### src/rtl/ula_op_sequencer_if.sv
// Request, decoder-drive and result channels between the ULA sequencer and its neighbours.
// The slave modport is the sequencer's view; master is the requester/ULA/consumer side.
interface ula_op_sequencer_if #(
    parameter int WIDTH = 8
);
    logic             in_valid;
    logic             in_ready;
    logic [2:0]       in_op;
    logic [WIDTH-1:0] in_a;
    logic [WIDTH-1:0] in_b;
    logic [2:0]       a;
    logic             e;
    logic [WIDTH-1:0] opa;
    logic [WIDTH-1:0] opb;
    logic [WIDTH-1:0] res_in;
    logic             out_valid;
    logic             out_ready;
    logic [WIDTH-1:0] out_res;
    logic [2:0]       out_op;
    logic             busy;

    modport slave (
        input  in_valid, in_op, in_a, in_b, res_in, out_ready,
        output in_ready, a, e, opa, opb, out_valid, out_res, out_op, busy
    );

    modport master (
        output in_valid, in_op, in_a, in_b, res_in, out_ready,
        input  in_ready, a, e, opa, opb, out_valid, out_res, out_op, busy
    );
endinterface

### src/rtl/ula_op_sequencer.sv
// Accepts one op, holds the decoder select/enable for EXEC_CYCLES cycles,
// captures the enabled unit's result and offers it on a valid/ready channel.
module ula_op_sequencer #(
    parameter int WIDTH       = 8,
    parameter int EXEC_CYCLES = 2
) (
    input  logic                  clk,
    input  logic                  rst,
    ula_op_sequencer_if.slave     bus
);
    typedef enum logic [1:0] {
        IDLE = 2'd0,
        EXEC = 2'd1,
        DONE = 2'd2
    } state_t;

    localparam logic [3:0] CNT_LOAD = 4'(EXEC_CYCLES - 1);

    state_t           state_q, state_d;
    logic [3:0]       cnt_q, cnt_d;
    logic [2:0]       a_q, a_d;
    logic [2:0]       out_op_q, out_op_d;
    logic [WIDTH-1:0] opa_q, opa_d;
    logic [WIDTH-1:0] opb_q, opb_d;
    logic [WIDTH-1:0] out_res_q, out_res_d;

    always_ff @(posedge clk) begin
        if (rst) begin
            state_q   <= IDLE;
            cnt_q     <= 4'd0;
            a_q       <= 3'd0;
            out_op_q  <= 3'd0;
            opa_q     <= '0;
            opb_q     <= '0;
            out_res_q <= '0;
        end else begin
            state_q   <= state_d;
            cnt_q     <= cnt_d;
            a_q       <= a_d;
            out_op_q  <= out_op_d;
            opa_q     <= opa_d;
            opb_q     <= opb_d;
            out_res_q <= out_res_d;
        end
    end

    always_comb begin
        state_d   = state_q;
        cnt_d     = cnt_q;
        a_d       = a_q;
        out_op_d  = out_op_q;
        opa_d     = opa_q;
        opb_d     = opb_q;
        out_res_d = out_res_q;
        unique case (state_q)
            IDLE: begin
                if (bus.in_valid) begin
                    a_d      = bus.in_op;
                    out_op_d = bus.in_op;
                    opa_d    = bus.in_a;
                    opb_d    = bus.in_b;
                    cnt_d    = CNT_LOAD;
                    state_d  = EXEC;
                end
            end
            EXEC: begin
                // The unit has had EXEC_CYCLES cycles of stable operands when cnt hits 0.
                if (cnt_q != 4'd0) begin
                    cnt_d = cnt_q - 4'd1;
                end else begin
                    out_res_d = bus.res_in;
                    state_d   = DONE;
                end
            end
            DONE: begin
                if (bus.out_ready) begin
                    state_d = IDLE;
                end
            end
            default: begin
                state_d = IDLE;
            end
        endcase
    end

    assign bus.in_ready  = (state_q == IDLE);
    assign bus.e         = (state_q == EXEC);
    assign bus.out_valid = (state_q == DONE);
    assign bus.busy      = (state_q != IDLE);
    assign bus.a         = a_q;
    assign bus.opa       = opa_q;
    assign bus.opb       = opb_q;
    assign bus.out_res   = out_res_q;
    assign bus.out_op    = out_op_q;
endmodule

### src/flat_wrapper.sv
// flat-port wrapper written by rule: the top's interface ports become plain ports
module ula_op_sequencer_flat 
#(
    parameter int WIDTH       = 8,
    parameter int EXEC_CYCLES = 2
)
  (clk, rst, bus_in_valid, bus_in_op, bus_in_a, bus_in_b, bus_res_in, bus_out_ready, bus_in_ready, bus_a, bus_e, bus_opa, bus_opb, bus_out_valid, bus_out_res, bus_out_op, bus_busy);
  ula_op_sequencer_if #(.WIDTH(WIDTH)) bus_i ();
  input  logic clk;
  input  logic rst;
  input wire logic [$bits(bus_i.in_valid)-1:0] bus_in_valid;
  input wire logic [$bits(bus_i.in_op)-1:0] bus_in_op;
  input wire logic [$bits(bus_i.in_a)-1:0] bus_in_a;
  input wire logic [$bits(bus_i.in_b)-1:0] bus_in_b;
  input wire logic [$bits(bus_i.res_in)-1:0] bus_res_in;
  input wire logic [$bits(bus_i.out_ready)-1:0] bus_out_ready;
  output wire logic [$bits(bus_i.in_ready)-1:0] bus_in_ready;
  output wire logic [$bits(bus_i.a)-1:0] bus_a;
  output wire logic [$bits(bus_i.e)-1:0] bus_e;
  output wire logic [$bits(bus_i.opa)-1:0] bus_opa;
  output wire logic [$bits(bus_i.opb)-1:0] bus_opb;
  output wire logic [$bits(bus_i.out_valid)-1:0] bus_out_valid;
  output wire logic [$bits(bus_i.out_res)-1:0] bus_out_res;
  output wire logic [$bits(bus_i.out_op)-1:0] bus_out_op;
  output wire logic [$bits(bus_i.busy)-1:0] bus_busy;
  assign bus_i.in_valid = bus_in_valid;
  assign bus_i.in_op = bus_in_op;
  assign bus_i.in_a = bus_in_a;
  assign bus_i.in_b = bus_in_b;
  assign bus_i.res_in = bus_res_in;
  assign bus_i.out_ready = bus_out_ready;
  assign bus_in_ready = bus_i.in_ready;
  assign bus_a = bus_i.a;
  assign bus_e = bus_i.e;
  assign bus_opa = bus_i.opa;
  assign bus_opb = bus_i.opb;
  assign bus_out_valid = bus_i.out_valid;
  assign bus_out_res = bus_i.out_res;
  assign bus_out_op = bus_i.out_op;
  assign bus_busy = bus_i.busy;
  ula_op_sequencer #(.WIDTH(WIDTH), .EXEC_CYCLES(EXEC_CYCLES)) u_core (.clk(clk), .rst(rst), .bus(bus_i));
endmodule
### config.mk
export PLATFORM = sky130hd
export DESIGN_NAME = ula_op_sequencer_flat
export DESIGN_NICKNAME = d
export VERILOG_FILES = /design/src/rtl/ula_op_sequencer_if.sv /design/src/rtl/ula_op_sequencer.sv /design/src/flat_wrapper.sv
export SDC_FILE = /design/constraint.sdc
export NUM_CORES = 1
export LEC_CHECK = 0
export BUFFER_PORTS_ARGS = -buffer_cell sky130_fd_sc_hd__buf_4
export CAP_MARGIN = 20
export CORE_UTILIZATION = 35
export DETAILED_ROUTE_END_ITERATION = 7
export GPL_ROUTABILITY_DRIVEN = 0
export PLACE_DENSITY_LB_ADDON = 0.15
export SLEW_MARGIN = 20
export SYNTH_ARGS = -nofsm -noshare
export SYNTH_HDL_FRONTEND = slang
export SYNTH_SLANG_ARGS = --single-unit
### constraint.sdc
create_clock -name clk -period 1.8 [get_ports clk]
set_clock_uncertainty 0.2 [all_clocks]
set_input_delay 0.18 -clock clk [delete_from_list [all_inputs] [get_ports clk]]
set_output_delay 0.18 -clock clk [all_outputs]
set_load 0.01 [all_outputs]
**Yosys cells after proc, flatten, opt, wreduce, memory -nomap -nowiden**

Cells that the tools add are included.

- Bitwise operators: 1
- $add $sub $neg: 1
- Reduce and logical (&&, ||, !) cells: 8
- Equal/unequal tests: 6
- Multiplexer cells: 7

Operator list:

| operator | count |
|---|---|
| $mux 4 | 2 |
| $pmux 4 s2 | 1 |
| $mux 2 | 3 |
| $ne 2x2->1 const B | 3 |
| $pmux 2 s3 | 1 |
| $reduce_and 3->1 | 2 |
| $reduce_and 2->1 | 2 |
| $reduce_bool 2->1 | 2 |
| $reduce_bool 4->1 | 1 |
| $sub 4x1->4 const B | 1 |
| $eq 2x1->1 const B | 1 |
| $eq 2x2->1 const B | 1 |
| $logic_not 2->1 | 1 |
| $ne 2x1->1 const B | 1 |
| $not 1->1 | 1 |

- Register bits after elaboration: 33
- Input bits: 31

**Longest topological paths before layout**

- Word-level depth: 3
- Gate-level depth with buffers: 6
- Gate-level depth less buffers: 5

**Worst setup path after synthesis**

Ideal clock, no wire load.

- Path kind: register to register
- Start point: register u_core.cnt_q[0]
- End point: register u_core.cnt_q[3]
- Path buffers: 0
- Data arrival time: 1495 ps
- Cell stages (with the launch flop): 6
- Path slack: 26 ps
- Period minus slack after synthesis: 1774 ps
- Cells stage by stage: dfxtp_1 inv_1 ha_1 nor4bb_2 or4_1 a211oi_2

- Cells in the longest elaborated chain, start to end: 3
- Elaborated cells between the ends (all ways): 6

Ends and longest elaborated chain:

| what | RTL line | RTL |
|---|---|---|
| start: declaration | ula_op_sequencer.sv:20 | `logic [3:0] cnt_q, cnt_d;` |
| start signal: assignment | ula_op_sequencer.sv:38 | `cnt_q <= cnt_d;` |
| $sub 4x1->4 / $reduce_bool 4->1 (equally long branches) | ula_op_sequencer.sv:69, ula_op_sequencer.sv:68 |  |
| $mux 4 / $ne 2x1->1 (equally long branches) | n/a |  |
| $pmux 4 s2 / $reduce_and 3->1 (equally long branches) | n/a |  |

Several ways; a longest one is shown, not always the timed one. The select of a mux whose other input is x is not followed.
A chain may end at the register's enable or synchronous reset.

**Worst setup path in the final report**

- Start point: register u_core.cnt_q[1]
- End point: register u_core.cnt_q[2]

The elaborated chain is that of the path after synthesis.

==> qor_table.md <==
| Group | Quantity | Value |
|:---|:---|:---|
| pwr | Worst supply voltage drop on vdd | 0.547 mV |
| synth | Warnings, synthesis | 0 |
| synth | Most area-consuming cells after synthesis | sky130_fd_sc_hd__dfxtp_1, sky130_fd_sc_hd__nand2_1, sky130_fd_sc_hd__a21oi_1, sky130_fd_sc_hd__o21ai_0, sky130_fd_sc_hd__nand3_1 |
| timing | Max-slew violations | 0 |
| floorplan | Horizontal extent of the die | 63.5 um |
| pwr | Leakage power | 0.982 nW |
| global route | Overall Global Routing Usage | 19.5% |
| flow run | Number of max-capacitance violations reported | 0 |
| synth | Area share of the largest cell type after synthesis | 50.0% |
| clock network | Total clock buffers created by CTS | 5 |
| cells and area | Proportion of layout cells with a drive suffix above 1 | 36.5% |
| route | Number of DRC markers after the initial detailed-route iteration | 69 |
| cells and area | Antenna diode instance count | 0 |
| route | Detail-routed via count per cell | 4.84 |
| timing | Hold Slack | 0.0256 ns |
| synth | Count of mapped cells out of synthesis | 161 |
| worst setup path | Worst endpoint data arrival time | 1.74 ns |
| synth | Post-synthesis net count | 194 |
| placement | Total placed cells including tap cells | 262 |
| pwr | Total power consumption of the routed design | 2.09 mW |
| synth | Post-synth EDFFs | 0 |
| global route | Global-route wire length before repair | 6.20 mm |
| cells and area | Final nets | 284 |
| placement | Count of buffers inserted at the top-level ports | 64 |
| floorplan | Cell row count | 21 |
| timing | Final critical path time including I/O delays and setup | 1.74 ns |
| synth | FFs w/ async S/R, synth | 0% |
| timing | Sum of negative setup slack | 0 ns |
| clock network | CTS tree | yes |
| clock network | Clock slew seen by the registers of the worst setup and hold paths | 0.07 ns |
| synth | Main synth FF type | sky130_fd_sc_hd__dfxtp_1 |
| floorplan | Core ar. | 0.00347 mm^2 |
| synth | Post-synth top area cell | sky130_fd_sc_hd__dfxtp_1 |
| synth | Most frequent cells after synthesis | sky130_fd_sc_hd__nand2_1, sky130_fd_sc_hd__dfxtp_1, sky130_fd_sc_hd__a21oi_1 |
| synth | Leading cell type by number of instances after synthesis | sky130_fd_sc_hd__nand2_1 |
| clock network | Worst skew pair latency | 0.28 ns |
| worst setup path | Startpoint-to-endpoint class of the critical path | register to register |
| clock network | Largest buffer count on any clock path | 2 |
| synth | Syn avg cell area | 8.21 um^2 |
| clock network | Count of H-tree levels built during CTS | 2 |
| cells and area | Synthesis-to-layout area growth | 69.4% |
| global route | Sum of overflow across all layers after global routing | 0 |
| worst hold path | Hold WC Path Type | input pin to register |
| timing | Max transition margin | 73.0% |
| pwr | Power density of the placed cells | 933 mW/mm^2 |
| synth | Yosys cell types | 29 |
| route | Number of remaining DRC errors | 0 |
| clock network | Library cell used as clock root buffer | sky130_fd_sc_hd__clkbuf_8 |
| worst setup path | Type of origin of the critical path | register |
| global route | Initial antenna violation count | 0 |
| timing | Transition time at the pin with the least slew margin | 0.404 ns |
| route | Post-detailed-route wirelength per cell | 12.5 um |
| synth | Sequential fraction of the synthesis area | 50.0% |
| placement | Total half-perimeter wirelength after legalization and detailed placement | 2.41 mm |
| synth | Area of the mapped netlist | 0.00132 mm^2 |
| cells and area | Finished Layout Cells | 298 |
| global route | Pin count of the biggest net entering global routing | 34 |
| worst setup path | Critical path peak fanout | 7 |
| timing | Peak clock frequency supported by timing | 575 MHz |
| timing | Final hold violations | 0 |
| timing | Total of endpoints with negative setup slack in the final report | 0 |
| floorplan | Die Ht | 63.5 um |
| floorplan | IO Count | 65 |
| status | Run status | completed |
| cells and area | Layout fillers | 284 |
| worst setup path | Req. time, crit path | 1.80 ns |
| synth | Flip-flop and latch count after synthesis | 33 |
| floorplan | Initial Util | 38.1% |
| floorplan | DIE AREA | 0.00403 mm^2 |
| timing | Final critical-path share of the clock period | 96.6% |
| global route | Number of global-route vias before repair | 1420 |
| timing | Setup repair after global routing missed its margin | no |
| route | DRT Wirelength | 3.72 mm |
| clock network | Clock sink count | 33 |
| worst setup path | Type of destination of the critical path | register |
| route | ANT nets after route | 0 |
| route | Total number of vias | 1441 |
| route | Number of iterations in the first detailed-routing pass | 4 |
==> cell families after synthesis <==
logic type	after synthesis	synth area share (%)
compound gates	45	19.0
buf+inv	20	6.81
flops	33	50.0
fa+ha+maj	2	1.89
simple gates	61	22.3
==> power breakdown <==
| group | switching [mW] | total (mW) | internal [mW] |
|---|---|---|---|
| Clock | 0.273 | 0.539 | 0.266 |
| Sequential | 0.0666 | 0.879 | 0.812 |
| Combinational | 0.320 | 0.673 | 0.353 |
==> stage by stage <==
stage,setup WS [ns],area [um^2],util [%]
after floorplan,0.0259,1320,-
after global placement,0.0287,1840,52.9
after detailed placement,-0.0242,1840,52.9
after CTS,0.0173,2220,64.0
after global routing,0.0123,2240,64.6
final,0.0610,2240,64.6
==> final timing paths <==
check	slack, ns	end	depth (start not counted)	startpoint
worst max-delay path	0.06	u_core.cnt_q[2]$_SDFFE_PP0P_	5	u_core.cnt_q[1]$_SDFFE_PP0P_
worst min-delay path	0.03	u_core.state_q[1]$_SDFFE_PP0P_	4	bus_out_ready
worst max register to register	0.06	u_core.cnt_q[2]$_SDFFE_PP0P_	5	u_core.cnt_q[1]$_SDFFE_PP0P_
worst min register to register	0.26	u_core.bus.opb[3]$_SDFFE_PP0P_	2	u_core.bus.opb[3]$_SDFFE_PP0P_
==> timing repair <==
action	4_1_cts	5_1_grt
endpoints found under the setup margin	2	8
gates resized for setup	4	7
buffers inserted	0	0
pin swaps	3	1
endpoints found under the hold margin	28	0
hold buffers	28	0
==> final cells by class <==
cell class | instances | area, um^2 | share of cell area [%]
inverters | 6 | 22.5 | 1.01
flip-flops and latches | 33 | 664 | 29.6
well taps | 46 | 57.6 | 2.57
repair buffers | 97 | 802 | 35.8
clock buffers | 5 | 68.8 | 3.07
clock inverters | 3 | 17.5 | 0.782
multi-input cells | 108 | 608 | 27.1
==> metal layers <==
layer,wire length [um],track usage [%],vias to the layer above
met5,0,0,-
met2,1880,35.2,50
met1,1540,21.0,667
met4,33,5.11,0
li1,-,-,720
met3,273,7.43,4
==> cell usage in the layout, fill, tap and decap left out <==
cell | netlist | layout
sky130_fd_sc_hd__a211oi_1 | 2 | 1
sky130_fd_sc_hd__a211oi_2 | 1 | 2
sky130_fd_sc_hd__a21oi_1 | 28 | 28
sky130_fd_sc_hd__a22oi_1 | 1 | 1
sky130_fd_sc_hd__a311oi_1 | 1 | 1
sky130_fd_sc_hd__buf_4 | 3 | 68
sky130_fd_sc_hd__buf_6 | 0 | 1
sky130_fd_sc_hd__clkbuf_8 | 0 | 5
sky130_fd_sc_hd__clkinv_2 | 0 | 2
sky130_fd_sc_hd__clkinvlp_4 | 0 | 1
sky130_fd_sc_hd__dfxtp_1 | 33 | 30
sky130_fd_sc_hd__dfxtp_2 | 0 | 3
sky130_fd_sc_hd__dlygate4sd3_1 | 0 | 28
sky130_fd_sc_hd__ha_1 | 2 | 1
sky130_fd_sc_hd__ha_2 | 0 | 1
sky130_fd_sc_hd__inv_1 | 5 | 5
sky130_fd_sc_hd__inv_2 | 1 | 1
sky130_fd_sc_hd__nand2_1 | 38 | 38
sky130_fd_sc_hd__nand2b_1 | 1 | 1
sky130_fd_sc_hd__nand3_1 | 8 | 8
sky130_fd_sc_hd__nor2_1 | 3 | 3
sky130_fd_sc_hd__nor2b_1 | 1 | 1
sky130_fd_sc_hd__nor3b_2 | 1 | 2
sky130_fd_sc_hd__nor4_1 | 1 | 1
sky130_fd_sc_hd__nor4bb_4 | 0 | 1
sky130_fd_sc_hd__o21ai_0 | 9 | 9
sky130_fd_sc_hd__o21bai_1 | 1 | 1
sky130_fd_sc_hd__o31ai_1 | 2 | 2
sky130_fd_sc_hd__or3_4 | 0 | 1
sky130_fd_sc_hd__or3b_2 | 1 | 1
sky130_fd_sc_hd__or3b_4 | 0 | 1
sky130_fd_sc_hd__or4_1 | 3 | 1
sky130_fd_sc_hd__or4_4 | 0 | 2
==> registers in the layout, indices dropped and copies added, names as in the netlist <==
name                flops
u_core.bus.opa          8
u_core.bus.opb          8
u_core.bus.out_res      8
u_core.cnt_q            4
u_core.bus.a            3
u_core.state_q          2
==> critical path, cell delays in order, from the launching register on <==
cell	delay (ns)
sky130_fd_sc_hd__dfxtp_2	0.35
sky130_fd_sc_hd__inv_1	0.06
sky130_fd_sc_hd__ha_2	0.18
sky130_fd_sc_hd__nor4bb_4	0.17
sky130_fd_sc_hd__or4_4	0.52
sky130_fd_sc_hd__a211oi_2	0.18
Note: power is estimated with default switching activity, not from simulation.
